**src/rtl/csr_reg_pkg.sv**
```systemverilog
// Shared CSR definitions for the RV32I machine-mode CSR file: addresses, bit positions, funct3 encodings.
// Define CSR_CNT_HI_EN to build 64-bit mcycle/minstret with high halves at 0xB80/0xB82.
package csr_reg_pkg;

    localparam int XLEN = 32;

`ifdef CSR_CNT_HI_EN
    localparam bit CNT_HI_EN = 1'b1;
    localparam int CNT_W     = 64;
`else
    localparam bit CNT_HI_EN = 1'b0;
    localparam int CNT_W     = 32;
`endif

    localparam logic [2:0] INST_CSRRW  = 3'b001;
    localparam logic [2:0] INST_CSRRS  = 3'b010;
    localparam logic [2:0] INST_CSRRC  = 3'b011;
    localparam logic [2:0] INST_CSRRWI = 3'b101;
    localparam logic [2:0] INST_CSRRSI = 3'b110;
    localparam logic [2:0] INST_CSRRCI = 3'b111;

    localparam logic [11:0] CSR_MSTATUS   = 12'h300;
    localparam logic [11:0] CSR_MISA      = 12'h301;
    localparam logic [11:0] CSR_MIE       = 12'h304;
    localparam logic [11:0] CSR_MTVEC     = 12'h305;
    localparam logic [11:0] CSR_MSCRATCH  = 12'h340;
    localparam logic [11:0] CSR_MEPC      = 12'h341;
    localparam logic [11:0] CSR_MCAUSE    = 12'h342;
    localparam logic [11:0] CSR_MTVAL     = 12'h343;
    localparam logic [11:0] CSR_MIP       = 12'h344;
    localparam logic [11:0] CSR_MCYCLE    = 12'hB00;
    localparam logic [11:0] CSR_MINSTRET  = 12'hB02;
    localparam logic [11:0] CSR_MCYCLEH   = 12'hB80;
    localparam logic [11:0] CSR_MINSTRETH = 12'hB82;
    localparam logic [11:0] CSR_CYCLE     = 12'hC00;
    localparam logic [11:0] CSR_INSTRET   = 12'hC02;
    localparam logic [11:0] CSR_CYCLEH    = 12'hC80;
    localparam logic [11:0] CSR_INSTRETH  = 12'hC82;
    localparam logic [11:0] CSR_MHARTID   = 12'hF14;

    localparam int MSTATUS_MIE_BIT  = 3;
    localparam int MSTATUS_MPIE_BIT = 7;
    localparam int MIP_MSIP_BIT     = 3;
    localparam int MIP_MTIP_BIT     = 7;
    localparam int MIP_MEIP_BIT     = 11;

    localparam logic [31:0] MISA_VALUE   = 32'h4000_0100;
    localparam logic [31:0] MSTATUS_MPP  = 32'h0000_1800;
    localparam logic [31:0] MSTATUS_MASK = 32'h0000_0088;
    localparam logic [31:0] MIE_MASK     = 32'h0000_0888;
    localparam logic [31:0] ALIGN4_MASK  = 32'hFFFF_FFFC;

    // Which agent updates mstatus in a given cycle; trap beats mret beats a plain write.
    typedef enum logic [1:0] {
        MSTATUS_SRC_NONE,
        MSTATUS_SRC_WRITE,
        MSTATUS_SRC_TRAP,
        MSTATUS_SRC_MRET
    } mstatus_src_e;

    function automatic logic csr_writable(input logic [11:0] addr);
        logic ok;
        ok = 1'b0;
        case (addr)
            CSR_MSTATUS, CSR_MIE, CSR_MTVEC, CSR_MSCRATCH,
            CSR_MEPC, CSR_MCAUSE, CSR_MTVAL,
            CSR_MCYCLE, CSR_MINSTRET:          ok = 1'b1;
            CSR_MCYCLEH, CSR_MINSTRETH:        ok = CNT_HI_EN;
            default:                           ok = 1'b0;
        endcase
        return ok;
    endfunction

    // Value a read would return right after this write commits, used for write-first bypass.
    function automatic logic [31:0] csr_write_view(input logic [11:0] addr, input logic [31:0] wdata);
        logic [31:0] v;
        v = wdata;
        case (addr)
            CSR_MSTATUS:          v = (wdata & MSTATUS_MASK) | MSTATUS_MPP;
            CSR_MIE:              v = wdata & MIE_MASK;
            CSR_MTVEC, CSR_MEPC:  v = wdata & ALIGN4_MASK;
            default:              v = wdata;
        endcase
        return v;
    endfunction

endpackage

```
**src/rtl/csr_reg_if.sv**
```systemverilog
// CSR read/write port shared by the decode (read) and execute (write) stages.
interface csr_reg_if;
    import csr_reg_pkg::*;

    logic [XLEN-1:0] raddr_i;
    logic [XLEN-1:0] rdata_o;
    logic            we_i;
    logic [XLEN-1:0] waddr_i;
    logic [XLEN-1:0] wdata_i;

    modport master (
        output raddr_i,
        output we_i,
        output waddr_i,
        output wdata_i,
        input  rdata_o
    );

    modport slave (
        input  raddr_i,
        input  we_i,
        input  waddr_i,
        input  wdata_i,
        output rdata_o
    );

endinterface

```
**src/rtl/csr_counter.sv**
```systemverilog
// Free-running 32/64-bit CSR counter with increment enable and a 32-bit load port per half.
// A load of either half suppresses that cycle's increment; high-half loads are ignored when WIDTH is 32.
module csr_counter #(
    parameter int WIDTH = 32
) (
    input  logic             clk,
    input  logic             rst,
    input  logic             inc_en,
    input  logic             we,
    input  logic             wsel_hi,
    input  logic [31:0]      wdata,
    output logic [WIDTH-1:0] value
);

    localparam bit             HAS_HI  = (WIDTH > 32);
    localparam logic [WIDTH-1:0] LO_MASK = WIDTH'(32'hFFFF_FFFF);

    logic [WIDTH-1:0] cnt_q;
    logic [WIDTH-1:0] cnt_d;
    logic [WIDTH-1:0] wide_wdata;
    logic             load;

    assign wide_wdata = {(WIDTH/32){wdata}};
    assign load       = we && (HAS_HI || !wsel_hi);

    // Replicating wdata across both halves lets one mask pick the target half for either width.
    always_comb begin
        cnt_d = cnt_q;
        if (load) begin
            if (wsel_hi) begin
                cnt_d = (cnt_q & LO_MASK) | (wide_wdata & ~LO_MASK);
            end else begin
                cnt_d = (cnt_q & ~LO_MASK) | (wide_wdata & LO_MASK);
            end
        end else if (inc_en) begin
            cnt_d = cnt_q + WIDTH'(1);
        end
    end

    always_ff @(posedge clk or posedge rst) begin
        if (rst) begin
            cnt_q <= '0;
        end else begin
            cnt_q <= cnt_d;
        end
    end

    assign value = cnt_q;

endmodule

```
**src/rtl/csr_reg.sv**
```systemverilog
// Machine-mode CSR file: combinational read with write-first bypass, trap/mret/write commit on the clock edge.
// Define CSR_CNT_HI_EN for 64-bit mcycle/minstret (high halves at 0xB80/0xB82, RO aliases 0xC80/0xC82).
module csr_reg
    import csr_reg_pkg::*;
#(
    parameter logic [31:0] HART_ID     = 32'h0,
    parameter logic [31:0] MTVEC_RESET = 32'h0
) (
    input  logic            clk,
    input  logic            rst,
    csr_reg_if.slave        bus,
    input  logic            instret_i,
    input  logic            trap_i,
    input  logic [XLEN-1:0] trap_pc_i,
    input  logic [XLEN-1:0] trap_cause_i,
    input  logic [XLEN-1:0] trap_val_i,
    input  logic            mret_i,
    input  logic            irq_sw_i,
    input  logic            irq_timer_i,
    input  logic            irq_ext_i,
    output logic [XLEN-1:0] mtvec_o,
    output logic [XLEN-1:0] mepc_o,
    output logic            irq_take_o
);

    logic [11:0] raddr;
    logic [11:0] waddr;
    logic        unused_addr_bits;

    assign raddr            = bus.raddr_i[11:0];
    assign waddr            = bus.waddr_i[11:0];
    assign unused_addr_bits = ^{bus.raddr_i[31:12], bus.waddr_i[31:12]};

    logic wr_mstatus, wr_mie, wr_mtvec, wr_mscratch, wr_mepc, wr_mcause, wr_mtval;
    logic wr_cycle, wr_instret;

    assign wr_mstatus  = bus.we_i && (waddr == CSR_MSTATUS);
    assign wr_mie      = bus.we_i && (waddr == CSR_MIE);
    assign wr_mtvec    = bus.we_i && (waddr == CSR_MTVEC);
    assign wr_mscratch = bus.we_i && (waddr == CSR_MSCRATCH);
    assign wr_mepc     = bus.we_i && (waddr == CSR_MEPC);
    assign wr_mcause   = bus.we_i && (waddr == CSR_MCAUSE);
    assign wr_mtval    = bus.we_i && (waddr == CSR_MTVAL);
    assign wr_cycle    = bus.we_i && ((waddr == CSR_MCYCLE)   || (waddr == CSR_MCYCLEH));
    assign wr_instret  = bus.we_i && ((waddr == CSR_MINSTRET) || (waddr == CSR_MINSTRETH));

    logic        mstatus_mie, mstatus_mpie;
    logic [31:0] mie_q, mtvec_q, mscratch_q, mepc_q, mcause_q, mtval_q, mip_q;
    logic [31:0] mip_d;
    mstatus_src_e mstatus_src;

    always_comb begin
        mstatus_src = MSTATUS_SRC_NONE;
        if (trap_i) begin
            mstatus_src = MSTATUS_SRC_TRAP;
        end else if (mret_i) begin
            mstatus_src = MSTATUS_SRC_MRET;
        end else if (wr_mstatus) begin
            mstatus_src = MSTATUS_SRC_WRITE;
        end
    end

    always_comb begin
        mip_d               = '0;
        mip_d[MIP_MSIP_BIT] = irq_sw_i;
        mip_d[MIP_MTIP_BIT] = irq_timer_i;
        mip_d[MIP_MEIP_BIT] = irq_ext_i;
    end

    always_ff @(posedge clk or posedge rst) begin
        if (rst) begin
            mstatus_mie  <= 1'b0;
            mstatus_mpie <= 1'b0;
        end else begin
            case (mstatus_src)
                MSTATUS_SRC_TRAP: begin
                    mstatus_mpie <= mstatus_mie;
                    mstatus_mie  <= 1'b0;
                end
                MSTATUS_SRC_MRET: begin
                    mstatus_mie  <= mstatus_mpie;
                    mstatus_mpie <= 1'b1;
                end
                MSTATUS_SRC_WRITE: begin
                    mstatus_mie  <= bus.wdata_i[MSTATUS_MIE_BIT];
                    mstatus_mpie <= bus.wdata_i[MSTATUS_MPIE_BIT];
                end
                default: begin
                    mstatus_mie  <= mstatus_mie;
                    mstatus_mpie <= mstatus_mpie;
                end
            endcase
        end
    end

    // Trap entry owns mepc/mcause/mtval; a coincident write to any other CSR still lands.
    always_ff @(posedge clk or posedge rst) begin
        if (rst) begin
            mie_q      <= '0;
            mtvec_q    <= MTVEC_RESET;
            mscratch_q <= '0;
            mepc_q     <= '0;
            mcause_q   <= '0;
            mtval_q    <= '0;
            mip_q      <= '0;
        end else begin
            mip_q <= mip_d;
            if (wr_mie)      mie_q      <= bus.wdata_i & MIE_MASK;
            if (wr_mtvec)    mtvec_q    <= bus.wdata_i & ALIGN4_MASK;
            if (wr_mscratch) mscratch_q <= bus.wdata_i;
            if (trap_i) begin
                mepc_q   <= trap_pc_i & ALIGN4_MASK;
                mcause_q <= trap_cause_i;
                mtval_q  <= trap_val_i;
            end else begin
                if (wr_mepc)   mepc_q   <= bus.wdata_i & ALIGN4_MASK;
                if (wr_mcause) mcause_q <= bus.wdata_i;
                if (wr_mtval)  mtval_q  <= bus.wdata_i;
            end
        end
    end

    logic [CNT_W-1:0] mcycle;
    logic [CNT_W-1:0] minstret;

    csr_counter #(.WIDTH(CNT_W)) u_mcycle (
        .clk     (clk),
        .rst     (rst),
        .inc_en  (1'b1),
        .we      (wr_cycle),
        .wsel_hi (waddr == CSR_MCYCLEH),
        .wdata   (bus.wdata_i),
        .value   (mcycle)
    );

    csr_counter #(.WIDTH(CNT_W)) u_minstret (
        .clk     (clk),
        .rst     (rst),
        .inc_en  (instret_i),
        .we      (wr_instret),
        .wsel_hi (waddr == CSR_MINSTRETH),
        .wdata   (bus.wdata_i),
        .value   (minstret)
    );

    logic [31:0] mstatus_rd;
    logic [31:0] state_rd;

    always_comb begin
        mstatus_rd                   = MSTATUS_MPP;
        mstatus_rd[MSTATUS_MIE_BIT]  = mstatus_mie;
        mstatus_rd[MSTATUS_MPIE_BIT] = mstatus_mpie;
    end

    // Unimplemented addresses, including disabled counter high halves, fall through to zero.
    always_comb begin
        state_rd = '0;
        case (raddr)
            CSR_MSTATUS:              state_rd = mstatus_rd;
            CSR_MISA:                 state_rd = MISA_VALUE;
            CSR_MIE:                  state_rd = mie_q;
            CSR_MTVEC:                state_rd = mtvec_q;
            CSR_MSCRATCH:             state_rd = mscratch_q;
            CSR_MEPC:                 state_rd = mepc_q;
            CSR_MCAUSE:               state_rd = mcause_q;
            CSR_MTVAL:                state_rd = mtval_q;
            CSR_MIP:                  state_rd = mip_q;
            CSR_MCYCLE, CSR_CYCLE:    state_rd = mcycle[31:0];
            CSR_MINSTRET, CSR_INSTRET: state_rd = minstret[31:0];
`ifdef CSR_CNT_HI_EN
            CSR_MCYCLEH, CSR_CYCLEH:     state_rd = mcycle[63:32];
            CSR_MINSTRETH, CSR_INSTRETH: state_rd = minstret[63:32];
`endif
            CSR_MHARTID:              state_rd = HART_ID;
            default:                  state_rd = '0;
        endcase
    end

    always_comb begin
        bus.rdata_o = state_rd;
        if (bus.we_i && (waddr == raddr) && csr_writable(waddr)) begin
            bus.rdata_o = csr_write_view(waddr, bus.wdata_i);
        end
    end

    assign mtvec_o    = mtvec_q;
    assign mepc_o     = mepc_q;
    assign irq_take_o = mstatus_mie & (|(mie_q & mip_q));

endmodule

```
**src/flat_wrapper.sv**
```systemverilog
// flat-port wrapper written by rule: the top's interface ports become plain ports
module csr_reg_flat import csr_reg_pkg::*;
#(
    parameter logic [31:0] HART_ID     = 32'h0,
    parameter logic [31:0] MTVEC_RESET = 32'h0
)
  (clk, rst, instret_i, trap_i, trap_pc_i, trap_cause_i, trap_val_i, mret_i, irq_sw_i, irq_timer_i, irq_ext_i, mtvec_o, mepc_o, irq_take_o, bus_raddr_i, bus_we_i, bus_waddr_i, bus_wdata_i, bus_rdata_o);
  csr_reg_if bus_i ();
  input  logic clk;
  input  logic rst;
  input  logic instret_i;
  input  logic trap_i;
  input  logic [XLEN-1:0] trap_pc_i;
  input  logic [XLEN-1:0] trap_cause_i;
  input  logic [XLEN-1:0] trap_val_i;
  input  logic mret_i;
  input  logic irq_sw_i;
  input  logic irq_timer_i;
  input  logic irq_ext_i;
  output logic [XLEN-1:0] mtvec_o;
  output logic [XLEN-1:0] mepc_o;
  output logic irq_take_o;
  input wire logic [$bits(bus_i.raddr_i)-1:0] bus_raddr_i;
  input wire logic [$bits(bus_i.we_i)-1:0] bus_we_i;
  input wire logic [$bits(bus_i.waddr_i)-1:0] bus_waddr_i;
  input wire logic [$bits(bus_i.wdata_i)-1:0] bus_wdata_i;
  output wire logic [$bits(bus_i.rdata_o)-1:0] bus_rdata_o;
  assign bus_i.raddr_i = bus_raddr_i;
  assign bus_i.we_i = bus_we_i;
  assign bus_i.waddr_i = bus_waddr_i;
  assign bus_i.wdata_i = bus_wdata_i;
  assign bus_rdata_o = bus_i.rdata_o;
  csr_reg #(.HART_ID(HART_ID), .MTVEC_RESET(MTVEC_RESET)) u_core (.clk(clk), .rst(rst), .bus(bus_i), .instret_i(instret_i), .trap_i(trap_i), .trap_pc_i(trap_pc_i), .trap_cause_i(trap_cause_i), .trap_val_i(trap_val_i), .mret_i(mret_i), .irq_sw_i(irq_sw_i), .irq_timer_i(irq_timer_i), .irq_ext_i(irq_ext_i), .mtvec_o(mtvec_o), .mepc_o(mepc_o), .irq_take_o(irq_take_o));
endmodule
```
**config.mk**
```make
export PLATFORM = sky130hd
export DESIGN_NAME = csr_reg_flat
export DESIGN_NICKNAME = d
export VERILOG_FILES = /design/src/rtl/csr_reg_pkg.sv /design/src/rtl/csr_reg_if.sv /design/src/rtl/csr_counter.sv /design/src/rtl/csr_reg.sv /design/src/flat_wrapper.sv
export SDC_FILE = /design/constraint.sdc
export NUM_CORES = 1
export LEC_CHECK = 0
export ABC_AREA = 0
export BUFFER_PORTS_ARGS = -buffer_cell sky130_fd_sc_hd__buf_2
export CAP_MARGIN = 40
export CORE_ASPECT_RATIO = 1.25
export CORE_UTILIZATION = 48
export CTS_CLUSTER_SIZE = 20
export DETAILED_ROUTE_END_ITERATION = 10
export PLACE_DENSITY_LB_ADDON = 0.15
export SETUP_SLACK_MARGIN = 0.4
export SYNTH_ARGS = -nofsm -noshare
export SYNTH_HDL_FRONTEND = slang
export SYNTH_SLANG_ARGS = --single-unit
```
**constraint.sdc**
```tcl
create_clock -name clk -period 7.5 [get_ports clk]
set_input_delay 0.75 -clock clk [delete_from_list [all_inputs] [get_ports clk]]
set_output_delay 0.75 -clock clk [all_outputs]
set_load 0.01 [all_outputs]
```
After elaboration in Yosys (flattened, before gate mapping)
Index checks and enable logic that the tools add are counted.
- reductions and logical operators: 28
- mux-type cells: 20
- equality and inequality tests: 30
- bitwise gates (word level): 2
- $add $sub $neg: 2
- operators with widths (cell ; number):
    two-way mux 32 bit ; 12
    one-hot mux 32 bit (11 select lines) ; 1
    == test 12 x 10 -> 1 bit, second input constant ; 16
    == test 12 bit, second input constant ; 8
    one-hot mux 32 bit (3 select lines) ; 1
    adder 32 x 1 -> 32 bit, second input constant ; 2
    OR reduction 32 bit ; 1
    logical AND 1 bit ; 13
    AND 12 bit ; 1
    == test 12 bit ; 1
    OR reduction 9 bit ; 1
    nonzero test 2 bit ; 4
    one-hot mux 1 bit (3 select lines) ; 2
    OR reduction 2 bit ; 3
    == test 2 bit, second input constant ; 2
    two-way mux 2 bit ; 2
    inequality test 2 bit, second input constant ; 2
    nonzero test 3 bit ; 1
    == test 2 x 1 -> 1 bit, second input constant ; 1
    logical NOT 1 bit ; 2
    logical OR 1 bit ; 2
    two-way mux 1 bit ; 2
    AND reduction 2 bit ; 1
    AND 1 bit ; 1
- register bits after elaboration: 230
- input port bits: 201
- logic and storage cells: 93
- output and inout port bits: 97

Logic depth before layout (Yosys ltp)
- depth after elaboration: 7
- gate-level depth with buffers: 9
- depth with buffers taken out: 6

Modules after synthesis
Synthesis repeated with hierarchy kept, for this count alone.
- cell total of the unflattened synthesis: 1350
- area, all modules: 13640.6 um^2
- by module, submodules not included (module ; instances ; sequential area each (um^2) ; cells each ; area an instance (um^2)):
    csr_reg ; 1 ; 4103.9 ; 918 ; 9934.5
    csr_counter ; 2 ; 800.8 ; 216 ; 1853.0

Worst setup path after synthesis
No wires, ideal clock.
- kind: input port to output port
- start point: in bus_raddr_i[0]
- end point: out bus_rdata_o[2]
- path slack: 4.279 ns
- path buffers: 3
- data arrival time: 2.471 ns
- stages: 7
- data required time: 6.750 ns
- cell sequence: buf_2 buf_2 buf_1 mux4_2 a22o_1 a221oi_1 o2bb2ai_1
- longest elaborated chain between the ends: 4
- elaborated cells on any way between the ends: 20
- classes of those cells: 14 x eq/ne; 2 x mux; 4 x reduce/logical
- RTL lines (item ; line ; RTL):
    from (decl) ; flat_wrapper.sv:23 ; input wire logic [$bits(bus_i.raddr_i)-1:0] bus_raddr_i;
    == test 12 bit, on equally long branches ; csr_reg.sv:158, csr_reg.sv:181 ;
    OR reduction 2 bit / logical AND 1 bit (equally long branches) ; csr_reg.sv:158, csr_reg.sv:181 ;
    one-hot mux 32 bit (11 select lines) / logical AND 1 bit (equally long branches) ; csr_reg.sv:158, csr_reg.sv:181 ;
    two-way mux 32 bit (*) ; csr_reg.sv:181 ; if (bus.we_i && (waddr == raddr) && csr_writable(waddr)) begin
    to (decl) ; flat_wrapper.sv:27 ; output wire logic [$bits(bus_i.rdata_o)-1:0] bus_rdata_o;
Mark *: on every way between the ends. The rest lies on a longest branch, timed or not.

Worst setup path in the final report
- start point: in bus_raddr_i[0]
- end point: out bus_rdata_o[8]
Same word-level chain as after synthesis.

==> results.cfg <==
[run_status]
status = finished, final reports clean

[pwr]
power.density_nw_per_um2 = 200
switching_share_pct = 27.1
ir_drop_mv = 0.157
switching_power_uw = 843
pwr-share-comb_pct = 12.0
clockPowerShare_pct = 42.6
p_int_mw = 2.27
p_leak_nw = 7.14
seqPwrFrac_pct = 45.4

[synthesis]
async_flop_share_pct = 100
yosysTopAreaCell = dfrtp_1
synth_warnings = 0
synth_area_leaders = dfrtp_1 43%, mux2i_1 9.0%, mux2_2 6.3%
synthTopCellsByCount = 228 x dfrtp_1, 184 x nand2_1, 148 x o21ai_0
ys_seq_area_share_pct = 43.3
syn_inst = 1302
post-synth-top-count-cell = dfrtp_1
synth_ff_type = dfrtp_1
yosysUniqueCellTypes = 67
syn_area_um2 = 13200
synth-edff-count = 0
yosys_register_bits = 228
syn_area_per_cell_um2 = 10.1
synth_top_area_share_pct = 43.3

[place]
portBuffers = 251
dp_cells = 1820
pre_cts_slack_ns = 3.27
hpwl_um = 31300
place_congestion = 0.938

[worst_setup_path]
path_cells = buf_2 > nor3b_1 > and3_1 > and2_1 > buf_8 > a221oi_1 > o2bb2ai_1 > buf_2
cp_common_cell = buf_2
critPathArrivalTime_ns = 3.54
cp.required_ns = 6.75
max_stage_delay_ns = 0.62
crit_slowest_cell = buf_2
path_max_fanout = 32
end_kind = output pin
crit_type = in -> out
critPathLaunchType = input port

[grt]
antenna_found_initial = 4
grt_overflow = 0
grt_pass1_vias = 11300
grt_pass1_wl_um = 67200
grt_usage_pct = 31.7
grt_max_degree = 103

[clocking]
clockBufferDepth = 3
cts_max_level = 1
cts.sinks = 228
cts_root_buf = clkbuf_16
clk_pin_slew_ns = 0.06
ctsResizeCount = 0
cts_tree = built
clkLatencyLatePin_ns = 0.53
post_cts_buffers = 0
cts-buffers-inserted = 25
ctsHoldBuffers = 0

[timing]
worst_slack_ns = 3.21
tns_ns = 0
maxSlewViolCount = 0
max_freq_mhz = 233
timing.final.crit_share_pct = 57.2
rsz0062_at_grt = false
hold_viol = 0
relSlewSlack_pct = 40.3
skew_ns = 0.00685
post-route-min-period_ns = 4.29
setup_viol = 0
worst_hold_slack_ns = 0.319
worst_slew_pin_slew_ns = 0.887

[die]
die_h_um = 187
rows = 67
ios = 298
fp.dieArea_um2 = 28100
die_x_um = 150
core_area_um2 = 26900
start_util_pct = 49.0

[finish]
syn_to_final_growth_pct = 18.0
nets = 1705
layout-drive-gt1-share_pct = 28.3
post-route-util_pct = 57.8
finalNonFillerCells = 1867

[drt]
wl_per_cell_um = 23.6
vias = 11400
viasPerCell = 6.10
drtAntennaViolNets = 0
dr.first_iter.drc_count = 1007
route.detailed.drc = 0
dr.pass1.iters = 5
routed_wl_um = 44100

[worst_hold_path]
min_path_type = in -> async

[job]
max_cap_viol_count = 0
[cell usage in the layout (no fill, tap or decap), types with 25 or more instances in the layout]
cell / synthesis / layout
nor2_1: 27 / 26
xnor2_1: 47 / 47
clkbuf_16: 0 / 25
nand2_1: 184 / 184
mux2_2: 74 / 74
o21ai_0: 148 / 148
nand3_1: 34 / 34
xor2_1: 27 / 27
nand4_1: 27 / 27
buf_2: 33 / 251
o2bb2ai_1: 36 / 36
mux2i_1: 119 / 119
dfrtp_1: 228 / 228
[critical path, delay by kind of cell]
kind / cells / cell delay [ns]
AOI/OAI and AO/OA: 2 / 0.38
and+or+nand+nor: 3 / 1.34
buffers and inverters: 3 / 1.05
[power groups by stage]
stage	registers (mW)	logic (mW)	clock network, mW
3_5_place_dp	1.43	0.374	0
2_1_floorplan	1.40	0.215	0
6_report	1.41	0.374	1.33
3_3_place_gp	1.43	0.367	0
4_1_cts	1.41	0.377	1.34
5_1_grt	1.42	0.413	1.38
[worst paths after layout]
path / startpoint / end / slack (ns) / depth (start not counted)
hold / removal: rst / u_core.mcause_q[25] / 0.32 / 2
hold reg to reg: u_core.mscratch_q[26] / u_core.mscratch_q[26] / 0.51 / 1
min in group clk: irq_timer_i / u_core.mip_q[7] / 0.34 / 1
setup / recovery: bus_raddr_i[0] / bus_rdata_o[8] / 3.21 / 8
max in group asynchronous: rst / u_core.u_minstret.value[1] / 5.84 / 3
setup reg to reg: u_core.u_minstret.value[0] / u_core.u_minstret.value[16] / 4.96 / 6
[logic make-up (layout without fill, tap and decap cells)]
| kind of cell | after synthesis | count (layout) | share of synthesized area, % |
|---|---|---|---|
| AO/OA/AOI/OAI | 296 | 296 | 14.7 |
| flip-flops | 228 | 228 | 43.3 |
| adder cells (fa/ha/maj) | 2 | 2 | 0.190 |
| AND/OR/NAND/NOR | 374 | 374 | 14.6 |
| XOR/XNOR | 74 | 74 | 4.92 |
| other | 1 | 8 | 0.0285 |
| buffers and inverters | 118 | 331 | 4.20 |
| multiplexers | 209 | 209 | 18.0 |
[state kept, by name (all words and copies together), names as in the netlist]
name and count:
u_core.u_mcycle.value 32, u_core.mip_q 3, u_core.mscratch_q 32, u_core.u_minstret.value 32
u_core.mcause_q 32, u_core.mie_q 3, u_core.mtval_q 32, u_core.mepc_o 30
u_core.mtvec_o 30, u_core.mstatus_mpie 1, u_core.mstatus_mie 1
[per-layer routing]
metal / wire length, um / GRT usage, %
met1: 17300 / 40.4
met2: 21200 / 52.2
met3: 2950 / 3.80
met4: 2620 / 17.0
met5: 10 / 0
[area by class of cell]
| type | count | area (um^2) |
|---|---|---|
| Antenna cell | 4 | 10.0 |
| Clock buffer | 33 | 716 |
| Clock inverter | 10 | 160 |
| Fill cell | 2411 | 11400 |
| Inverter | 13 | 56.3 |
| Multi-Input combinational cell | 959 | 6950 |
| Sequential cell | 228 | 5710 |
| Tap cell | 345 | 432 |
| Timing Repair Buffer | 275 | 1520 |
[through the flow]
step / power, mW / instance area (um^2)
final: 3.11 / 15500
after global placement: 1.79 / 14500
after detailed placement: 1.80 / 14700
after floorplan: 1.62 / 13200
after global routing: 3.22 / 15500
after CTS: 3.12 / 15500
(Power assumes the default switching activity.)
